--- src/rtl/fifo_reader_if.sv ---
// Signal bundle between the FIFO-read consumer and its neighbours:
// FIFO status/data/pop on one side, tick-paced sample output on the other.
interface fifo_reader_if #(
    parameter int DATA_WIDTH = 24,
    parameter int CNT_WIDTH  = 16
);
    logic                  empty;
    logic [DATA_WIDTH-1:0] r_data;
    logic                  rd;
    logic                  tick;
    logic                  flush;
    logic [DATA_WIDTH-1:0] out_data;
    logic                  out_valid;
    logic                  underrun;
    logic [CNT_WIDTH-1:0]  underrun_cnt;
    logic [1:0]            level;

    // Environment side: drives FIFO status, tick and flush; observes outputs.
    modport master (
        output empty, r_data, tick, flush,
        input  rd, out_data, out_valid, underrun, underrun_cnt, level
    );

    // Reader side.
    modport slave (
        input  empty, r_data, tick, flush,
        output rd, out_data, out_valid, underrun, underrun_cnt, level
    );
endinterface

--- src/rtl/fifo_reader.sv ---
// Read-side consumer: prefetches samples from the circular FIFO into a
// 2-entry buffer and releases one sample per tick, substituting zero and
// counting an underrun when the buffer is empty at tick time.
module fifo_reader #(
    parameter int DATA_WIDTH = 24,
    parameter int CNT_WIDTH  = 16
) (
    input  logic          clk,
    input  logic          reset,
    fifo_reader_if.slave  bus
);

    logic [DATA_WIDTH-1:0] head_q, head_d;
    logic [DATA_WIDTH-1:0] tail_q, tail_d;
    logic [1:0]            level_q, level_d;
    logic [DATA_WIDTH-1:0] out_data_q, out_data_d;
    logic                  out_valid_q, out_valid_d;
    logic                  underrun_q, underrun_d;
    logic [CNT_WIDTH-1:0]  underrun_cnt_q, underrun_cnt_d;
    logic                  pop_s;
    logic                  rd_s;

    // Pop/push decode; rd is held low in reset so nothing leaves the FIFO unseen.
    always_comb begin
        pop_s = bus.tick & (level_q != 2'd0);
        rd_s  = reset & ~bus.empty & ~bus.flush & ((level_q < 2'd2) | pop_s);
    end

    // Prefetch buffer next state: flush empties it, else push/pop combinations.
    always_comb begin
        head_d  = head_q;
        tail_d  = tail_q;
        level_d = level_q;
        if (bus.flush) begin
            level_d = 2'd0;
        end else begin
            case ({rd_s, pop_s})
                2'b10: begin
                    if (level_q == 2'd0) begin
                        head_d = bus.r_data;
                    end else begin
                        tail_d = bus.r_data;
                    end
                    level_d = level_q + 2'd1;
                end
                2'b01: begin
                    head_d  = tail_q;
                    level_d = level_q - 2'd1;
                end
                2'b11: begin
                    if (level_q == 2'd1) begin
                        head_d = bus.r_data;
                    end else begin
                        head_d = tail_q;
                        tail_d = bus.r_data;
                    end
                end
                default: begin
                    level_d = level_q;
                end
            endcase
        end
    end

    // Output stage: on tick emit head (or zero + underrun); otherwise hold data.
    always_comb begin
        out_data_d     = out_data_q;
        out_valid_d    = 1'b0;
        underrun_d     = 1'b0;
        underrun_cnt_d = underrun_cnt_q;
        if (bus.tick) begin
            out_valid_d = 1'b1;
            if (level_q != 2'd0) begin
                out_data_d = head_q;
            end else begin
                out_data_d = {DATA_WIDTH{1'b0}};
                underrun_d = 1'b1;
                if (underrun_cnt_q != {CNT_WIDTH{1'b1}}) begin
                    underrun_cnt_d = underrun_cnt_q + CNT_WIDTH'(1);
                end else begin
                    underrun_cnt_d = underrun_cnt_q;
                end
            end
        end else begin
            out_data_d = out_data_q;
        end
    end

    // State registers; reset clears buffer contents and the underrun count.
    always_ff @(posedge clk or negedge reset) begin
        if (!reset) begin
            head_q         <= {DATA_WIDTH{1'b0}};
            tail_q         <= {DATA_WIDTH{1'b0}};
            level_q        <= 2'd0;
            out_data_q     <= {DATA_WIDTH{1'b0}};
            out_valid_q    <= 1'b0;
            underrun_q     <= 1'b0;
            underrun_cnt_q <= {CNT_WIDTH{1'b0}};
        end else begin
            head_q         <= head_d;
            tail_q         <= tail_d;
            level_q        <= level_d;
            out_data_q     <= out_data_d;
            out_valid_q    <= out_valid_d;
            underrun_q     <= underrun_d;
            underrun_cnt_q <= underrun_cnt_d;
        end
    end

    assign bus.rd           = rd_s;
    assign bus.out_data     = out_data_q;
    assign bus.out_valid    = out_valid_q;
    assign bus.underrun     = underrun_q;
    assign bus.underrun_cnt = underrun_cnt_q;
    assign bus.level        = level_q;

endmodule

--- src/flat_wrapper.sv ---
// flat-port wrapper written by rule: the top's interface ports become plain ports
module fifo_reader_flat 
#(
    parameter int DATA_WIDTH = 24,
    parameter int CNT_WIDTH  = 16
)
  (clk, reset, bus_empty, bus_r_data, bus_tick, bus_flush, bus_rd, bus_out_data, bus_out_valid, bus_underrun, bus_underrun_cnt, bus_level);
  fifo_reader_if #(.DATA_WIDTH(DATA_WIDTH), .CNT_WIDTH(CNT_WIDTH)) bus_i ();
  input  logic clk;
  input  logic reset;
  input wire logic [$bits(bus_i.empty)-1:0] bus_empty;
  input wire logic [$bits(bus_i.r_data)-1:0] bus_r_data;
  input wire logic [$bits(bus_i.tick)-1:0] bus_tick;
  input wire logic [$bits(bus_i.flush)-1:0] bus_flush;
  output wire logic [$bits(bus_i.rd)-1:0] bus_rd;
  output wire logic [$bits(bus_i.out_data)-1:0] bus_out_data;
  output wire logic [$bits(bus_i.out_valid)-1:0] bus_out_valid;
  output wire logic [$bits(bus_i.underrun)-1:0] bus_underrun;
  output wire logic [$bits(bus_i.underrun_cnt)-1:0] bus_underrun_cnt;
  output wire logic [$bits(bus_i.level)-1:0] bus_level;
  assign bus_i.empty = bus_empty;
  assign bus_i.r_data = bus_r_data;
  assign bus_i.tick = bus_tick;
  assign bus_i.flush = bus_flush;
  assign bus_rd = bus_i.rd;
  assign bus_out_data = bus_i.out_data;
  assign bus_out_valid = bus_i.out_valid;
  assign bus_underrun = bus_i.underrun;
  assign bus_underrun_cnt = bus_i.underrun_cnt;
  assign bus_level = bus_i.level;
  fifo_reader #(.DATA_WIDTH(DATA_WIDTH), .CNT_WIDTH(CNT_WIDTH)) u_core (.clk(clk), .reset(reset), .bus(bus_i));
endmodule
--- config.mk ---
export PLATFORM = sky130hd
export DESIGN_NAME = fifo_reader_flat
export DESIGN_NICKNAME = d
export VERILOG_FILES = /design/src/rtl/fifo_reader_if.sv /design/src/rtl/fifo_reader.sv /design/src/flat_wrapper.sv
export SDC_FILE = /design/constraint.sdc
export NUM_CORES = 1
export LEC_CHECK = 0
export CORE_ASPECT_RATIO = 2
export CORE_MARGIN = 4
export CORE_UTILIZATION = 52
export DETAILED_ROUTE_END_ITERATION = 16
export PLACE_DENSITY = 0.79
export SLEW_MARGIN = 25
export SYNTH_ARGS = -nofsm -noshare
export SYNTH_HDL_FRONTEND = slang
export SYNTH_SLANG_ARGS = --single-unit
--- constraint.sdc ---
create_clock -name clk -period 2.45 [get_ports clk]
set_input_delay 0.49 -clock clk [delete_from_list [all_inputs] [get_ports clk]]
set_output_delay 0.49 -clock clk [all_outputs]
set_load 0.005 [all_outputs]
==> results.toml, run 1 <==
[clock_network]
htreeDepth = 3
clk_path_buf_depth = 2
cts_tree = "built"
cts_sinks = 92
insertion_delay_ps = 330
cts-buffers-inserted = 9
clockRootBuffer = "clkbuf_16"
postCtsHoldBufs = 0
clk_pin_slew_ps = 60

[global_route]
grt_pass1_wl_um = 14400
grt_pass1_vias = 2973
overflow = 0
grt.total_usage_pct = 19.8
antenna_found_initial = 0
grt_max_degree = 55

[yosys]
synth_common_cells = "dfrtp_1 (92), mux2_2 (72), nand2_1 (31)"
synth_area_leaders = "dfrtp_1 (57%), mux2_2 (20%), o21ai_0 (3.1%)"
synth.cell_area_um2 = 4020
synth-edff-count = 0
synth-seq-cells = 92
synthArstFlopShare_pct = 100
ys_seq_area_share_pct = 57.2
yosysWarnings = 0
syn_inst = 326
yosysMostFrequentCell = "dfrtp_1"
synth_top_area_share_pct = 57.2
synth_area_leader_cell = "dfrtp_1"
synth_flop_cell = "dfrtp_1"
syn_area_per_cell_um2 = 12.3
synth_nets = 358
yosys.cell_types.count = 33

[floorplanning]
fp.coreArea_um2 = 7540
dieWidth_um = 70.2
ioPinCount = 74
initial_core_util_pct = 53.3
chipHeight_um = 132
num_rows = 45
dieArea_um2 = 9290

[power_and_ir_drop]
leakage_uw = 0.00226
pwr-share-seq_pct = 45.7
max-vdd-ir-drop_uv = 648
clkPwrFrac_pct = 25.3
switching_share_pct = 27.1
p_per_area_nw_per_um2 = 1000
p_total_uw = 5280
power.internal_uw = 3840
p_switching_uw = 1430
p_comb_share_pct = 28.9

[finish]
diodes = 0
synthToLayoutAreaGrowth_pct = 30.8
fin_nets = 447
fin_util_pct = 69.7
instances_no_fill = 513
drive_gt1_share_pct = 26.0

[sta]
slew_violations = 0
finalHoldViolations = 0
worst_clock_skew_ps = 3.17
tightest_slew_ps = 685
fmax_mhz = 443
slew_headroom_pct = 54.3
rsz0062_at_grt = "no"
fin_tns_setup_ps = 0
setup_viol = 0
period_needed_ps = 2260
hold_slack_ps = 275
final.period_utilization_pct = 92.1

[drt]
drtIter0Drc = 120
wire_per_inst_um = 16.7
drc = 0
vias = 2763
wl_um = 8570
vias_per_cell = 5.39
ant_nets = 0
dr.pass1.iters = 4

[placement]
port_buffers = 73
dp.cells = 496
place_hpwl_um = 5960
place.gp.congestion = 0.767

[setup_path]
start_kind = "input pin"
crit_fanout = 24
cp_data_arrival_time_ps = 2470
worst-setup-path-type = "input pin to flip-flop"
worstPathRequired_ps = 2670
cp-end-kind = "flip-flop"

[run]
maxCapViolations = 0

[hold_path]
min_path_type = "input pin to asynchronous set/reset pin"

[status]
status = "finished, final reports clean"
-- power by group through the flow --
stage,registers (µW),clock network [µW],logic [µW]
after floorplan,2370,0,850
after global placement,2400,0,1480
after detailed placement,2440,0,1540
after CTS,2420,1350,1560
after global routing,2480,1430,1680
final,2410,1340,1530
-- metal layers --
| metal | vias to the layer above | GRT usage, % | wire, µm |
|---|---|---|---|
| li1 | 1293 | - | - |
| met4 | 0 | 7.89 | 149 |
| met5 | - | 0 | 0 |
| met2 | 55 | 35.1 | 4720 |
| met1 | 1404 | 23.1 | 3440 |
| met3 | 11 | 3.66 | 262 |
-- state kept, by name, summed over array words and instances, names as in the netlist --
signal                   count
u_core.bus.underrun          1
u_core.bus.out_valid         1
u_core.bus.underrun_cnt     16
u_core.bus.out_data         24
u_core.tail_q               24
u_core.head_q               24
u_core.bus.level             2
-- per-stage QoR --
step / setup WS (ps) / area, µm²
2_1_floorplan: 313 / 4020
3_3_place_gp: -52.6 / 4960
3_5_place_dp: -83.2 / 4960
4_1_cts: 207 / 5260
5_1_grt: 152 / 5260
6_report: 195 / 5260
-- cell type report --
class,count,area [µm²]
Sequential cell,92,2300
Clock buffer,13,250
Clock inverter,2,35.0
Timing Repair Buffer,91,900
Inverter,27,101
Fill cell,580,2280
Tap cell,94,118
Multi-Input combinational cell,194,1560
-- placed cells by master (no fill, tap or decap), types with 2 or more instances in the layout --
| cell type | n |
|---|---|
| nor2_1 | 3 |
| buf_4 | 16 |
| clkbuf_1 | 3 |
| nor3_1 | 6 |
| and4_1 | 2 |
| buf_12 | 3 |
| nor3b_1 | 2 |
| dfrtp_1 | 92 |
| xor2_1 | 13 |
| a21oi_1 | 2 |
| inv_1 | 27 |
| nor4_1 | 7 |
| nand4_1 | 5 |
| mux2_2 | 72 |
| clkdlybuf4s50_1 | 71 |
| nand3_1 | 5 |
| a31oi_1 | 2 |
| o21ai_0 | 25 |
| clkbuf_16 | 9 |
| nand2_1 | 31 |
| ha_1 | 3 |
-- path summary, 6_finish.rpt --
| path | from | end | slack, ps | depth (start not counted) |
|---|---|---|---|---|
| max in group asynchronous | reset | u_core.tail_q[5] | 1100 | 3 |
| hold / removal | reset | u_core.head_q[6] | 280 | 2 |
| setup / recovery | bus_empty | u_core.tail_q[6] | 190 | 6 |
| min in group clk | u_core.head_q[8] | u_core.bus.out_data[8] | 480 | 2 |
| hold reg to reg | u_core.head_q[8] | u_core.bus.out_data[8] | 480 | 2 |
| setup reg to reg | u_core.bus.underrun_cnt[0] | u_core.bus.underrun_cnt[1] | 430 | 6 |
-- critical path: stages --
cell             delay, ps
clkdlybuf4s50_1        440
or3b_4                 400
buf_4                  160
a2111oi_4              380
buf_12                 230
mux2_2                 360
-- timing repair --
item | 4_1_cts | 5_1_grt
gates resized for setup | 1 | 0
endpoints found under the setup margin | 1 | 0
buffers inserted | 2 | 0
-- logic make-up (layout without fill, tap and decap cells) --
logic type	after synthesis	after routing	share of synthesized area [%]
flops	92	92	57.2
mux	74	74	20.7
simple gates	70	70	8.89
buf+inv	40	133	4.26
compound gates	33	33	4.98
xor+xnor	14	14	3.05
fa+ha+maj	3	3	0.933
(Power assumes the default switching activity.)
==> run 2, diff against run 1 <==
--- a/config.mk
+++ b/config.mk
@@ -5,12 +5,14 @@
 export SDC_FILE = /design/constraint.sdc
 export NUM_CORES = 1
 export LEC_CHECK = 0
+export CELL_PAD_IN_SITES_DETAIL_PLACEMENT = 1
+export CELL_PAD_IN_SITES_GLOBAL_PLACEMENT = 1
 export CORE_ASPECT_RATIO = 2
 export CORE_MARGIN = 4
-export CORE_UTILIZATION = 52
+export CORE_UTILIZATION = 42
 export DETAILED_ROUTE_END_ITERATION = 16
-export PLACE_DENSITY = 0.79
-export SLEW_MARGIN = 25
+export PLACE_DENSITY_LB_ADDON = 0.1
+export SLEW_MARGIN = 20
 export SYNTH_ARGS = -nofsm -noshare
 export SYNTH_HDL_FRONTEND = slang
 export SYNTH_SLANG_ARGS = --single-unit
==> results.toml, run 2 (same netlist as run 1, synthesis figures left out) <==
[status]
status = "finished, final reports clean"

[clock_network]
post_cts_buffers = 0
insertion_delay_ps = 330
cts_tree = "built"
htreeDepth = 3
postCtsHoldBufs = 0
cts-buffers-inserted = 9
clk_path_buf_depth = 2
clockRootBuffer = "clkbuf_16"
cts_sinks = 92
clk_pin_slew_ps = 60

[power_and_ir_drop]
leakage_uw = 0.00228
max-vdd-ir-drop_uv = 533
power.internal_uw = 3770
switching_share_pct = 28.4
clkPwrFrac_pct = 24.7
p_comb_share_pct = 29.5
p_switching_uw = 1490
pwr-share-seq_pct = 45.9
p_total_uw = 5260
p_per_area_nw_per_um2 = 996

[global_route]
overflow = 0
antenna_found_initial = 0
grt_max_degree = 78
grt_pass1_wl_um = 15900
grt.total_usage_pct = 17.8
grt_pass1_vias = 3122

[sta]
fin_ws_ps = 138
final.period_utilization_pct = 94.4
worst_clock_skew_ps = 5.27
rsz0062_at_grt = "no"
slew_headroom_pct = 35.1
fmax_mhz = 432
slew_violations = 0
fin_tns_setup_ps = 0
tightest_slew_ps = 973
period_needed_ps = 2310
finalHoldViolations = 0
setup_viol = 0

[floorplanning]
fp.coreArea_um2 = 9380
num_rows = 50
dieArea_um2 = 11300
initial_core_util_pct = 42.9
chipHeight_um = 146
dieWidth_um = 77.2
ioPinCount = 74

[setup_path]
r2r_slack_ps = 330
worstPathRequired_ps = 1960
crit_fanout = 3
cp-end-kind = "primary output"
r2r_start = "u_core.bus.level[0]"
cp_data_arrival_time_ps = 1820
worst-setup-path-type = "input pin to primary output"
rr_worst_depth = 6
r2r_end = "u_core.head_q[1]"
start_kind = "input pin"

[hold_path]
min_path_type = "input pin to asynchronous set/reset pin"

[drt]
drc = 0
wl_um = 9520
ant_nets = 0
vias = 2775
dr.pass1.iters = 4
drtIter0Drc = 76
vias_per_cell = 5.28
wire_per_inst_um = 18.1

[placement]
place.gp.congestion = 0.805
pre_cts_ws_ps = -301
port_buffers = 73
place_hpwl_um = 6260

[finish]
layout_common_cells = "dfrtp_1 (92), mux2_2 (72), clkdlybuf4s50_1 (71), nand2_1 (31), inv_1 (27)"
diodes = 0
fin_nets = 449
mostFrequentLayoutCell = "dfrtp_1"
synthToLayoutAreaGrowth_pct = 31.4
drive_gt1_share_pct = 27.5
fin_util_pct = 56.3

[run]
maxCapViolations = 0
## run 2: cell count changes in the layout (fill, tap and decap cells not counted), moves of 2 or more
cell / delta
clkinv_2: +2
clkbuf_1: -2
buf_12: -2
a21oi_4: +2
buf_4: +3
## run 2: final cells by class
class                      count  area (µm²)
tap                          104         130
fill                         998        4100
clock buffer                  12         256
multi-input combinational    195        1590
inverter                      27         101
clock inverter                 4        23.8
sequential                    92        2300
timing repair buffer          92         882
## run 2: timing repair
item | 4_1_cts | 5_1_grt
setup endpoints to repair | 1 | 24
hold endpoints to repair | 0 | 0
cloned | 0 | 1
resized for setup | 2 | 3
## run 2: worst max path at each step
stage | start | to | slack [ps] | cells past startpoint
floorplan | u_core.bus.level[1] | u_core.head_q[10] | 310 | 7
global placement | bus_empty | u_core.head_q[16] | -260 | 6
detailed placement | bus_empty | u_core.head_q[5] | -300 | 6
CTS | u_core.bus.level[0] | u_core.head_q[1] | 8 | 6
global route | bus_flush | u_core.head_q[23] | 7 | 9
finish | bus_flush | bus_rd | 140 | 5
## run 2: worst max-delay path, cell delays in order
cell             delay, ps
clkdlybuf4s50_1        420
buf_4                  140
or3b_4                 400
a21oi_2                120
dlygate4sd2_1          240
## run 2: power by group through the flow
stage | registers, µW | clock network (µW) | logic [µW]
after global routing | 2500 | 1400 | 1710
after floorplan | 2370 | 0 | 850
after CTS | 2430 | 1330 | 1560
after detailed placement | 2440 | 0 | 1540
final | 2410 | 1300 | 1550
after global placement | 2420 | 0 | 1490
## run 2: through the flow
| stage | std cells | cell area, µm² | hold WS, ps |
|---|---|---|---|
| finish | 526 | 5290 | 126 |
| global route | 526 | 5290 | 140 |
| CTS | 525 | 5260 | 128 |
| detailed placement | 509 | 4980 | 470 |
| global placement | 509 | 4980 | 461 |
| floorplan | 326 | 4020 | 194 |
## run 2: routing by layer
metal  track usage [%]  vias to the layer above  share of wire, %
li1                  -                     1298                 -
met1              20.7                     1416                40
met2              32.4                       53                55
met3              3.70                        8               3.4
met4              5.35                        0               1.3
met5                 0                        -                 0
==> run 3, diff against run 2 <==
--- a/config.mk
+++ b/config.mk
@@ -10,6 +10,7 @@
 export CORE_ASPECT_RATIO = 2
 export CORE_MARGIN = 4
 export CORE_UTILIZATION = 42
+export CTS_CLUSTER_DIAMETER = 30
 export DETAILED_ROUTE_END_ITERATION = 16
 export PLACE_DENSITY_LB_ADDON = 0.1
 export SLEW_MARGIN = 20
==> results of run 3 <==
Final layout, timing and power as in run 2 (identical DEF).
